### config.mk
export PLATFORM = sky130hd
export DESIGN_NAME = irq_gateway
export DESIGN_NICKNAME = d
export VERILOG_FILES = /design/src/rtl/irq_gateway.sv
export SDC_FILE = /design/constraint.sdc
export NUM_CORES = 1
export LEC_CHECK = 0
export BUFFER_PORTS_ARGS = -buffer_cell sky130_fd_sc_hd__buf_2
export CELL_PAD_IN_SITES_DETAIL_PLACEMENT = 1
export CELL_PAD_IN_SITES_GLOBAL_PLACEMENT = 1
export CORE_ASPECT_RATIO = 0.9
export CORE_MARGIN = 2
export CORE_UTILIZATION = 49
export DETAILED_ROUTE_END_ITERATION = 10
export PLACE_DENSITY = 0.89
export SLEW_MARGIN = 10
export SYNTH_ARGS = -nofsm -noshare
export SYNTH_HDL_FRONTEND = slang
export SYNTH_SLANG_ARGS = --single-unit
### constraint.sdc
create_clock -name clk_i -period 3.79 [get_ports clk_i]
set_input_delay 0.1895 -clock clk_i [delete_from_list [all_inputs] [get_ports clk_i]]
set_output_delay 0.1895 -clock clk_i [all_outputs]
set_load 0.02 [all_outputs]
### src/rtl/irq_gateway.sv
// irq_gateway: per-source interrupt conditioning (level / rising edge) into single-cycle PLIC requests.
// Optional build macro IRQ_GW_SYNC_EN inserts a 2-flop synchronizer on irq_raw_i.
module irq_gateway #(
    parameter int NSOURCES     = 8,
    parameter int SRC_ID_WIDTH = 3,
    parameter int CNT_WIDTH    = 2
) (
    input  logic                    clk_i,
    input  logic                    rst_i,
    input  logic [NSOURCES-1:0]     irq_raw_i,
    input  logic [NSOURCES-1:0]     mode_wdata_i,
    input  logic                    mode_we_i,
    input  logic                    complete_i,
    input  logic [SRC_ID_WIDTH-1:0] complete_id_i,
    input  logic                    ovf_clr_i,
    output logic [NSOURCES-1:0]     src_o,
    output logic [NSOURCES-1:0]     busy_o,
    output logic [NSOURCES-1:0]     ovf_o
);

    typedef enum logic [1:0] {
        IDLE = 2'd0,
        REQ  = 2'd1,
        WAIT = 2'd2
    } state_e;

    localparam logic [CNT_WIDTH-1:0] CNT_MAX = '1;
    localparam logic [CNT_WIDTH-1:0] CNT_ONE = CNT_WIDTH'(1);

    logic [NSOURCES-1:0]                mode_q;
    logic [NSOURCES-1:0]                sDly_q;
    logic [NSOURCES-1:0]                ovf_q, ovf_d;
    logic [NSOURCES-1:0][CNT_WIDTH-1:0] cnt_q, cnt_d;
    state_e                             state_q [NSOURCES];
    state_e                             state_d [NSOURCES];

    logic [NSOURCES-1:0] sIn;
    logic [NSOURCES-1:0] edgeHit;
    logic [NSOURCES-1:0] edgeEvt;
    logic [NSOURCES-1:0] cplHit;
    logic [31:0]         cplId;

`ifdef IRQ_GW_SYNC_EN
    logic [NSOURCES-1:0] syncMeta_q, syncOut_q;

    always_ff @(posedge clk_i or posedge rst_i) begin
        if (rst_i) begin
            syncMeta_q <= '0;
            syncOut_q  <= '0;
        end else begin
            syncMeta_q <= irq_raw_i;
            syncOut_q  <= syncMeta_q;
        end
    end

    assign sIn = syncOut_q;
`else
    assign sIn = irq_raw_i;
`endif

    assign edgeHit = sIn & ~sDly_q;
    assign edgeEvt = mode_q & edgeHit;
    // Widened so IDs beyond the source range (or 0) never alias onto a real source.
    assign cplId   = 32'(complete_id_i);

    always_comb begin
        cplHit = '0;
        for (int i = 0; i < NSOURCES; i++) begin
            cplHit[i] = complete_i && (cplId == 32'(i + 1));
        end
    end

    always_comb begin
        ovf_d = ovf_q & ~{NSOURCES{ovf_clr_i}};
        for (int i = 0; i < NSOURCES; i++) begin
            state_d[i] = state_q[i];
            cnt_d[i]   = cnt_q[i];
            case (state_q[i])
                IDLE: begin
                    if (mode_q[i] ? edgeHit[i] : sIn[i]) begin
                        state_d[i] = REQ;
                    end
                end
                REQ: begin
                    state_d[i] = WAIT;
                    if (edgeEvt[i]) begin
                        if (cnt_q[i] == CNT_MAX) ovf_d[i] = 1'b1;
                        else                     cnt_d[i] = cnt_q[i] + CNT_ONE;
                    end
                end
                WAIT: begin
                    if (cplHit[i] && !mode_q[i]) begin
                        state_d[i] = IDLE;
                    end else if (cplHit[i]) begin
                        // A coincident edge replaces the request being consumed, so cnt is unchanged.
                        if (edgeEvt[i]) begin
                            state_d[i] = REQ;
                            if (cnt_q[i] == CNT_MAX) begin
                                ovf_d[i] = 1'b1;
                                cnt_d[i] = cnt_q[i] - CNT_ONE;
                            end
                        end else if (cnt_q[i] != '0) begin
                            state_d[i] = REQ;
                            cnt_d[i]   = cnt_q[i] - CNT_ONE;
                        end else begin
                            state_d[i] = IDLE;
                        end
                    end else if (edgeEvt[i]) begin
                        if (cnt_q[i] == CNT_MAX) ovf_d[i] = 1'b1;
                        else                     cnt_d[i] = cnt_q[i] + CNT_ONE;
                    end
                end
                default: state_d[i] = IDLE;
            endcase
            if (mode_we_i && (mode_wdata_i[i] != mode_q[i])) begin
                cnt_d[i] = '0;
            end
        end
    end

    always_ff @(posedge clk_i or posedge rst_i) begin
        if (rst_i) begin
            mode_q <= '0;
            sDly_q <= '0;
            cnt_q  <= '0;
            ovf_q  <= '0;
            for (int i = 0; i < NSOURCES; i++) begin
                state_q[i] <= IDLE;
            end
        end else begin
            if (mode_we_i) mode_q <= mode_wdata_i;
            sDly_q <= sIn;
            cnt_q  <= cnt_d;
            ovf_q  <= ovf_d;
            for (int i = 0; i < NSOURCES; i++) begin
                state_q[i] <= state_d[i];
            end
        end
    end

    always_comb begin
        src_o  = '0;
        busy_o = '0;
        for (int i = 0; i < NSOURCES; i++) begin
            src_o[i]  = (state_q[i] == REQ);
            busy_o[i] = (state_q[i] != IDLE);
        end
    end

    assign ovf_o = ovf_q;

endmodule

==> results of run 1 <==
-- power by group through the flow --
stage	Clock (mW)	Combinational, mW	Sequential, mW
2_1_floorplan	0	1.13	0.879
3_3_place_gp	0	1.35	0.907
3_5_place_dp	0	1.45	0.927
4_1_cts	0.367	1.47	0.917
5_1_grt	0.392	1.64	0.945
6_report	0.358	1.46	0.918
-- per-stage QoR --
stage            util  cell area (um2)  setup slack [ns]  hold slack [ns]  total power [mW]
3_3_place_gp   0.5416             4412             2.058           0.2525             2.258
3_5_place_dp   0.5416             4412             1.987           0.2594             2.374
5_1_grt        0.5556             4526             1.732         0.006708             2.974
2_1_floorplan       -             4143             2.129           0.2209             2.005
6_report       0.5556             4526             1.868         0.005836             2.732
4_1_cts        0.5556             4526             1.896         0.003251             2.750
-- registers in the layout (all words and copies together) (netlist names) --
name and cells:
cnt_q 16, state_q 16, mode_q 8, ovf_o 8
sDly_q 8
-- layout make-up --
type	instances	area, um2	share of cell area
clock inverters	1	7.507	0.001659
well taps	99	123.9	0.02737
repair buffers	50	262.8	0.05806
multi-input cells	315	2452	0.5419
clock buffers	7	86.33	0.01908
inverters	51	191.4	0.04230
flip-flops and latches	56	1401	0.3096
-- cells by family after synthesis --
logic type | synth area share
simple gates | 0.1583
compound gates | 0.1806
buf+inv | 0.06977
fa+ha+maj | 0.1812
flops | 0.3383
mux | 0.05285
xor+xnor | 0.01903
-- worst paths after layout --
check / startpoint / to / slack, ns / cells past startpoint
setup / recovery: state_q[2]$_DFFE_PP0P_ / cnt_q[12]$_DFFE_PP0P_ / 1.87 / 6
hold / removal: irq_raw_i[0] / sDly_q[0]$_DFF_PP0_ / 0.006 / 1
setup reg to reg: state_q[2]$_DFFE_PP0P_ / cnt_q[12]$_DFFE_PP0P_ / 1.87 / 6
hold reg to reg: ovf_o[7]$_DFF_PP0_ / ovf_o[7]$_DFF_PP0_ / 0.53 / 2
max in group asynchronous: rst_i / cnt_q[2]$_DFFE_PP0P_ / 2.48 / 4
min in group asynchronous: rst_i / state_q[7]$_DFFE_PP0P_ / 0.45 / 3
-- routing by layer --
| metal | vias up | wire length [um] | track usage |
|---|---|---|---|
| met5 | - | 0 | 0 |
| met4 | 0 | 125 | 0.05743 |
| met3 | 12 | 265 | 0.03695 |
| met2 | 46 | 5280 | 0.4056 |
| met1 | 1700 | 4483 | 0.2863 |
| li1 | 1602 | - | - |
-- placed cells by master (no fill, tap or decap), drive strengths merged, types with 5 or more instances in the layout --
master and n:
o21ai 21, buf 48, nand2 39, mux2i 5, clkbuf 7, nor2 22, nand3 6, ha 60
xor2 8, a32oi 5, nor2b 7, dfrtp 56, and2 9, nand2b 5, o31ai 7, a21boi 6
inv 51, a21oi 31, mux2 15
==> key figures, run 1 <==
Run status
  – Status: complete, no violations

Route
  – Routed via count: 3360
  – Residual DRC count: 0
  – Drt pass-1 iters: 4
  – Final WL: 10.15 mm
  – WL/cell: 17.54 um
  – Iteration-0 DRC Markers: 116
  – Vias per cell: 5.803
  – Final ANT Viol Nets: 0

Global route
  – Vias in the first global route: 3591
  – First-pass GRT wire length: 16.91 mm
  – Antenna violations before repair: 0
  – Largest net degree at the start of global routing: 36
  – Total gr overflow: 0
  – Overall Global Routing Usage: 0.2282

Floorplan
  – Die Area: 9207 um2
  – Placement Rows: 31
  – Die Ht: 91.23 um
  – # IOs: 48
  – Die width: 100.9 um
  – Initial Util: 0.5086
  – CORE AREA: 8145 um2

Worst setup path
  – Critical path's slowest cell: o21ai_0
  – WS Path Type: flip-flop to flip-flop
  – Crit Path Max Fanout: 5
  – Startpoint types: flip-flop
  – Critical Path End Type: flip-flop
  – Crit path top cell by count: o21ai_0
  – Crit-path cells: inv_1, ha_1, o21ai_0, nor4b_1, o21ai_0, a32oi_1
  – CP arrival: 2.11 ns
  – CP required: 3.98 ns
  – Max stage delay on crit path: 0.49 ns
  – WP buf/inv: 1
  – CP top delay family: compound AO/OA/AOI/OAI gates

Clocking
  – CTS buffer count: 5
  – Clk sinks: 56
  – CTS H-tree depth: 2
  – CTS tree: done
  – Worst-path clk slew: 0.10 ns
  – Clock latency on the worst-skew pair: 0.32 ns
  – Post-CTS sizing: 0
  – Post-CTS Hold Buffers: 2
  – Setup bufs post-CTS: 0
  – Clock root cell: clkbuf_8
  – Largest buffer count on any clock path: 2

Power
  – Power share of the clock group: 0.131
  – Worst vdd ir: 0.2481 mV
  – Sw frac: 0.4548
  – Pleak: 2.168 nW
  – Internal: 1.490 mW
  – Combinational power share: 0.533
  – Power per cell area: 603.8 nW/um2
  – Sequential Power Share: 0.336
  – Sw power: 1.243 mW

Final layout
  – Non-Filler Instances: 579
  – Share of cells above drive strength 1: 0.1771
  – Final nets: 563
  – Final-layout fill cell count: 963
  – N_diodes: 0
  – Layout Area Growth over Synthesis: 9.242%

Synthesis
  – Mean Syn Cell Area: 9.502 um2
  – Post-synth top flop: dfrtp_1
  – Synth Instances: 436
  – Top-count cell post-synth: ha_1
  – Post-Syn Area: 4143 um2
  – Count of warnings emitted by yosys: 0
  – Syn Nets: 520
  – Synth top cells by count: 60 x ha_1, 56 x dfrtp_1, 51 x inv_1
  – Yosys top cell by area: dfrtp_1
  – Flops & latches, synth: 56
  – Post-synth EDFFs: 0
  – Sequential fraction of the synthesis area: 0.3383
  – Largest cells by area after synthesis: dfrtp_1 34%, ha_1 18%, inv_1 4.6%
  – Count of cell types in the netlist: 67
  – Synth top area share: 0.3383
  – Async SR Flop Fraction: 1.000

Timing
  – Final Critical Period: 1.922 ns
  – Count of pins over their slew limit: 0
  – Final hold violations: 0
  – Slew margin rel.: 0.6195
  – Max frequency: 520.2 MHz
  – RSZ-0062 raised after global routing: false
  – Final setup fails: 0
  – Final period util: 0.5072
  – Setup Total Neg Slack: 0 ns
  – Measured slew at the worst slew-check pin: 0.5647 ns
  – Final Skew: 0.005169 ns

Place
  – Placed insts: 569
  – Port Buffers: 47
  – Placed wire-length estimate: 7.779 mm
  – Placer Congestion: 0.8214

Flow run
  – Max cap viols: 0

Worst hold path
  – HP Class: input port to flip-flop
Power figures use the tool's default switching activity.
==> run 2, diff against run 1 <==
--- a/config.mk
+++ b/config.mk
@@ -10,9 +10,9 @@
 export CELL_PAD_IN_SITES_GLOBAL_PLACEMENT = 1
 export CORE_ASPECT_RATIO = 0.9
 export CORE_MARGIN = 2
-export CORE_UTILIZATION = 49
+export CORE_UTILIZATION = 41
 export DETAILED_ROUTE_END_ITERATION = 10
-export PLACE_DENSITY = 0.89
+export PLACE_DENSITY = 0.79
 export SLEW_MARGIN = 10
 export SYNTH_ARGS = -nofsm -noshare
 export SYNTH_HDL_FRONTEND = slang
==> constraint.sdc (replaced) <==
create_clock -name clk_i -period 1.7 [get_ports clk_i]
set_input_delay 0.085 -clock clk_i [delete_from_list [all_inputs] [get_ports clk_i]]
set_output_delay 0.085 -clock clk_i [all_outputs]
set_load 0.02 [all_outputs]
==> run 2 against run 1 <==
  * The run now ends with setup timing left
  * Largest cell class unchanged
  * Critical path depth up 1
  * Sequential power rose by 120%
  * Critical path type unchanged
  * Total power rose by 150%
  * Utilization fell by 4.1 points
  * Non-clock buffer count is 35 higher
  * Hold slack better by 0.0081 ns
  * Critical endpoint is now cnt_q[8]$_DFFE_PP0P_
  * Via count up 2.7%
  * Setup slack lost 1.9 ns
==> key figures, run 2 (synthesis results as in run 1) <==
Power
  – Combinational power share: 0.562
  – Power share of the clock group: 0.134
  – Sequential Power Share: 0.303
  – Power per cell area: 1347 nW/um2
  – Worst vdd ir: 0.6787 mV
  – Pleak: 2.349 nW
  – Sw power: 2.974 mW
  – Internal: 3.783 mW
  – Sw frac: 0.4401
  – Tot Pwr: 6.756 mW

Timing
  – Final Critical Period: 1.754 ns
  – Slew margin rel.: 0.7084
  – Measured slew at the worst slew-check pin: 0.4368 ns
  – Final period util: 1.032
  – Final Skew: 0.01063 ns
  – Setup ws final: -0.05383 ns
  – Final setup fails: 2
  – Final hold violations: 0
  – Count of pins over their slew limit: 0
  – RSZ-0062 raised after global routing: true
  – Max frequency: 570.2 MHz

Global route
  – Vias in the first global route: 3578
  – First-pass GRT wire length: 17.17 mm
  – Largest net degree at the start of global routing: 40
  – Overall Global Routing Usage: 0.1989
  – Total gr overflow: 0
  – Antenna violations before repair: 0

Worst setup path
  – CP arrival: 1.95 ns
  – Critical Path End Type: flip-flop
  – Critical path destination: cnt_q[8]$_DFFE_PP0P_
  – R2r endpoint: cnt_q[8]$_DFFE_PP0P_
  – Crit path launch: cnt_q[8]$_DFFE_PP0P_
  – Origin of the critical flop-to-flop path: cnt_q[8]$_DFFE_PP0P_
  – CP required: 1.89 ns
  – Startpoint types: flip-flop
  – Worst R2R Setup Slack: -0.05 ns
  – FF-to-FF path depth: 7
  – WS Path Type: flip-flop to flip-flop
  – Crit Path Max Fanout: 2

Floorplan
  – Placement Rows: 34
  – Initial Util: 0.4253
  – Die width: 110.0 um
  – CORE AREA: 9742 um2
  – # IOs: 48
  – Die Area: 10930 um2
  – Die Ht: 99.36 um

Route
  – Drt pass-1 iters: 4
  – Vias per cell: 5.382
  – Routed via count: 3450
  – Final WL: 10.97 mm
  – Residual DRC count: 0
  – WL/cell: 17.11 um
  – Iteration-0 DRC Markers: 106
  – Final ANT Viol Nets: 0

Final layout
  – N_diodes: 0
  – Final-layout fill cell count: 1119
  – Fin area: 5017 um2
  – Most common cell after layout, fill and taps aside: ha_1
  – Top flop regs: cnt_q (16), state_q (16)
  – Non-Filler Instances: 641
  – Register area: 1410 um2
  – Final nets: 598
  – Commonest cells after routing, fill and taps aside: 50 x ha_1, 49 x dfrtp_1, 47 x inv_1, 47 x buf_2, 39 x nand2_1
  – Layout Area Growth over Synthesis: 21.11%
  – Area of the multi-input gates: 2589 um2
  – Share of cells above drive strength 1: 0.2835

Place
  – Port Buffers: 47
  – Placed insts: 608
  – Placed wire-length estimate: 7.995 mm
  – Placed inst area: 4548 um2
  – Placer Congestion: 0.8438

Flow run
  – Max cap viols: 0

Clocking
  – Clk sinks: 56
  – Clock root cell: clkbuf_8
  – CTS H-tree depth: 2
  – CTS tree: done
  – Worst-path clk slew: 0.11 ns
  – CTS buffer count: 5
  – Largest buffer count on any clock path: 2
  – Clock latency on the worst-skew pair: 0.32 ns

Worst hold path
  – HP Class: input port to flip-flop

Run status
  – Status: finished with violations
  – Failing checks: setup timing
run 2: cell types whose count changed in the layout (fill, tap and decap cells not counted), sizes merged:
cell | before | now
buf | 48 | 75
bufinv | 0 | 1
clkinv | 0 | 1
clkbuf | 7 | 6
dlygate4sd3 | 2 | 10
clkinvlp | 1 | 0
run 2: worst min path at each step:
stage / from / to / cells past startpoint
CTS: mode_wdata_i[4] / mode_q[4]$_DFFE_PP0P_ / 2
floorplan: irq_raw_i[0] / sDly_q[0]$_DFF_PP0_ / 0
detailed placement: rst_i / state_q[2]$_DFFE_PP0P_ / 2
finish: mode_wdata_i[3] / mode_q[3]$_DFFE_PP0P_ / 3
global placement: rst_i / state_q[3]$_DFFE_PP0P_ / 2
global route: mode_wdata_i[4] / mode_q[4]$_DFFE_PP0P_ / 2
run 2: metrics by stage:
stage	hold WS [ns]	utilization	worst slack [ns]	TNS (ns)
4_1_cts	0.004176	0.4945	-0.01126	-0.01383
3_3_place_gp	0.1092	0.4669	0.02553	0
2_1_floorplan	0.1164	-	0.03857	0
6_report	0.01391	0.5150	-0.05383	-0.06249
5_1_grt	0.01245	0.5150	-0.09644	-0.3637
3_5_place_dp	0.1183	0.4669	-0.1445	-0.2875
run 2: layout make-up:
type                    instances  share of cell area
clock inverters                 2            0.006983
clock buffers                   6             0.01446
repair buffers                 85              0.1120
flip-flops and latches         56              0.2810
inverters                      51             0.03815
well taps                     126             0.03142
multi-input cells             315              0.5160
run 2: routing by layer:
layer	up-vias	global-route usage	wire length (um)
li1	1668	-	-
met1	1715	0.2612	5033
met2	58	0.3440	5552
met3	9	0.03277	286
met4	0	0.03895	94
met5	-	0	0
run 2: power by group through the flow:
stage / clock (mW) / combinational, mW / sequential (mW)
global placement: 0 / 3.18 / 2.01
finish: 0.909 / 3.80 / 2.05
detailed placement: 0 / 3.39 / 2.04
global route: 0.985 / 4.24 / 2.10
CTS: 0.935 / 3.49 / 2.02
floorplan: 0 / 2.51 / 1.96
run 2: worst max-delay path: stages, from the launching register on:
cell and delay (ns):
dfrtp_1 0.43, ha_2 0.20, or3b_4 0.37, o211ai_1 0.15, buf_4 0.17, o22ai_2 0.07
a21oi_1 0.19, a221oi_2 0.06
run 2: timing repair:
action                                  in CTS  in global routing
hold buffers                                10                  0
gates resized for setup                     13                 28
endpoints found under the setup margin       4                 13
pin swaps                                    6                 17
hold endpoints to repair                    26                  0
buffers inserted                             2                 13
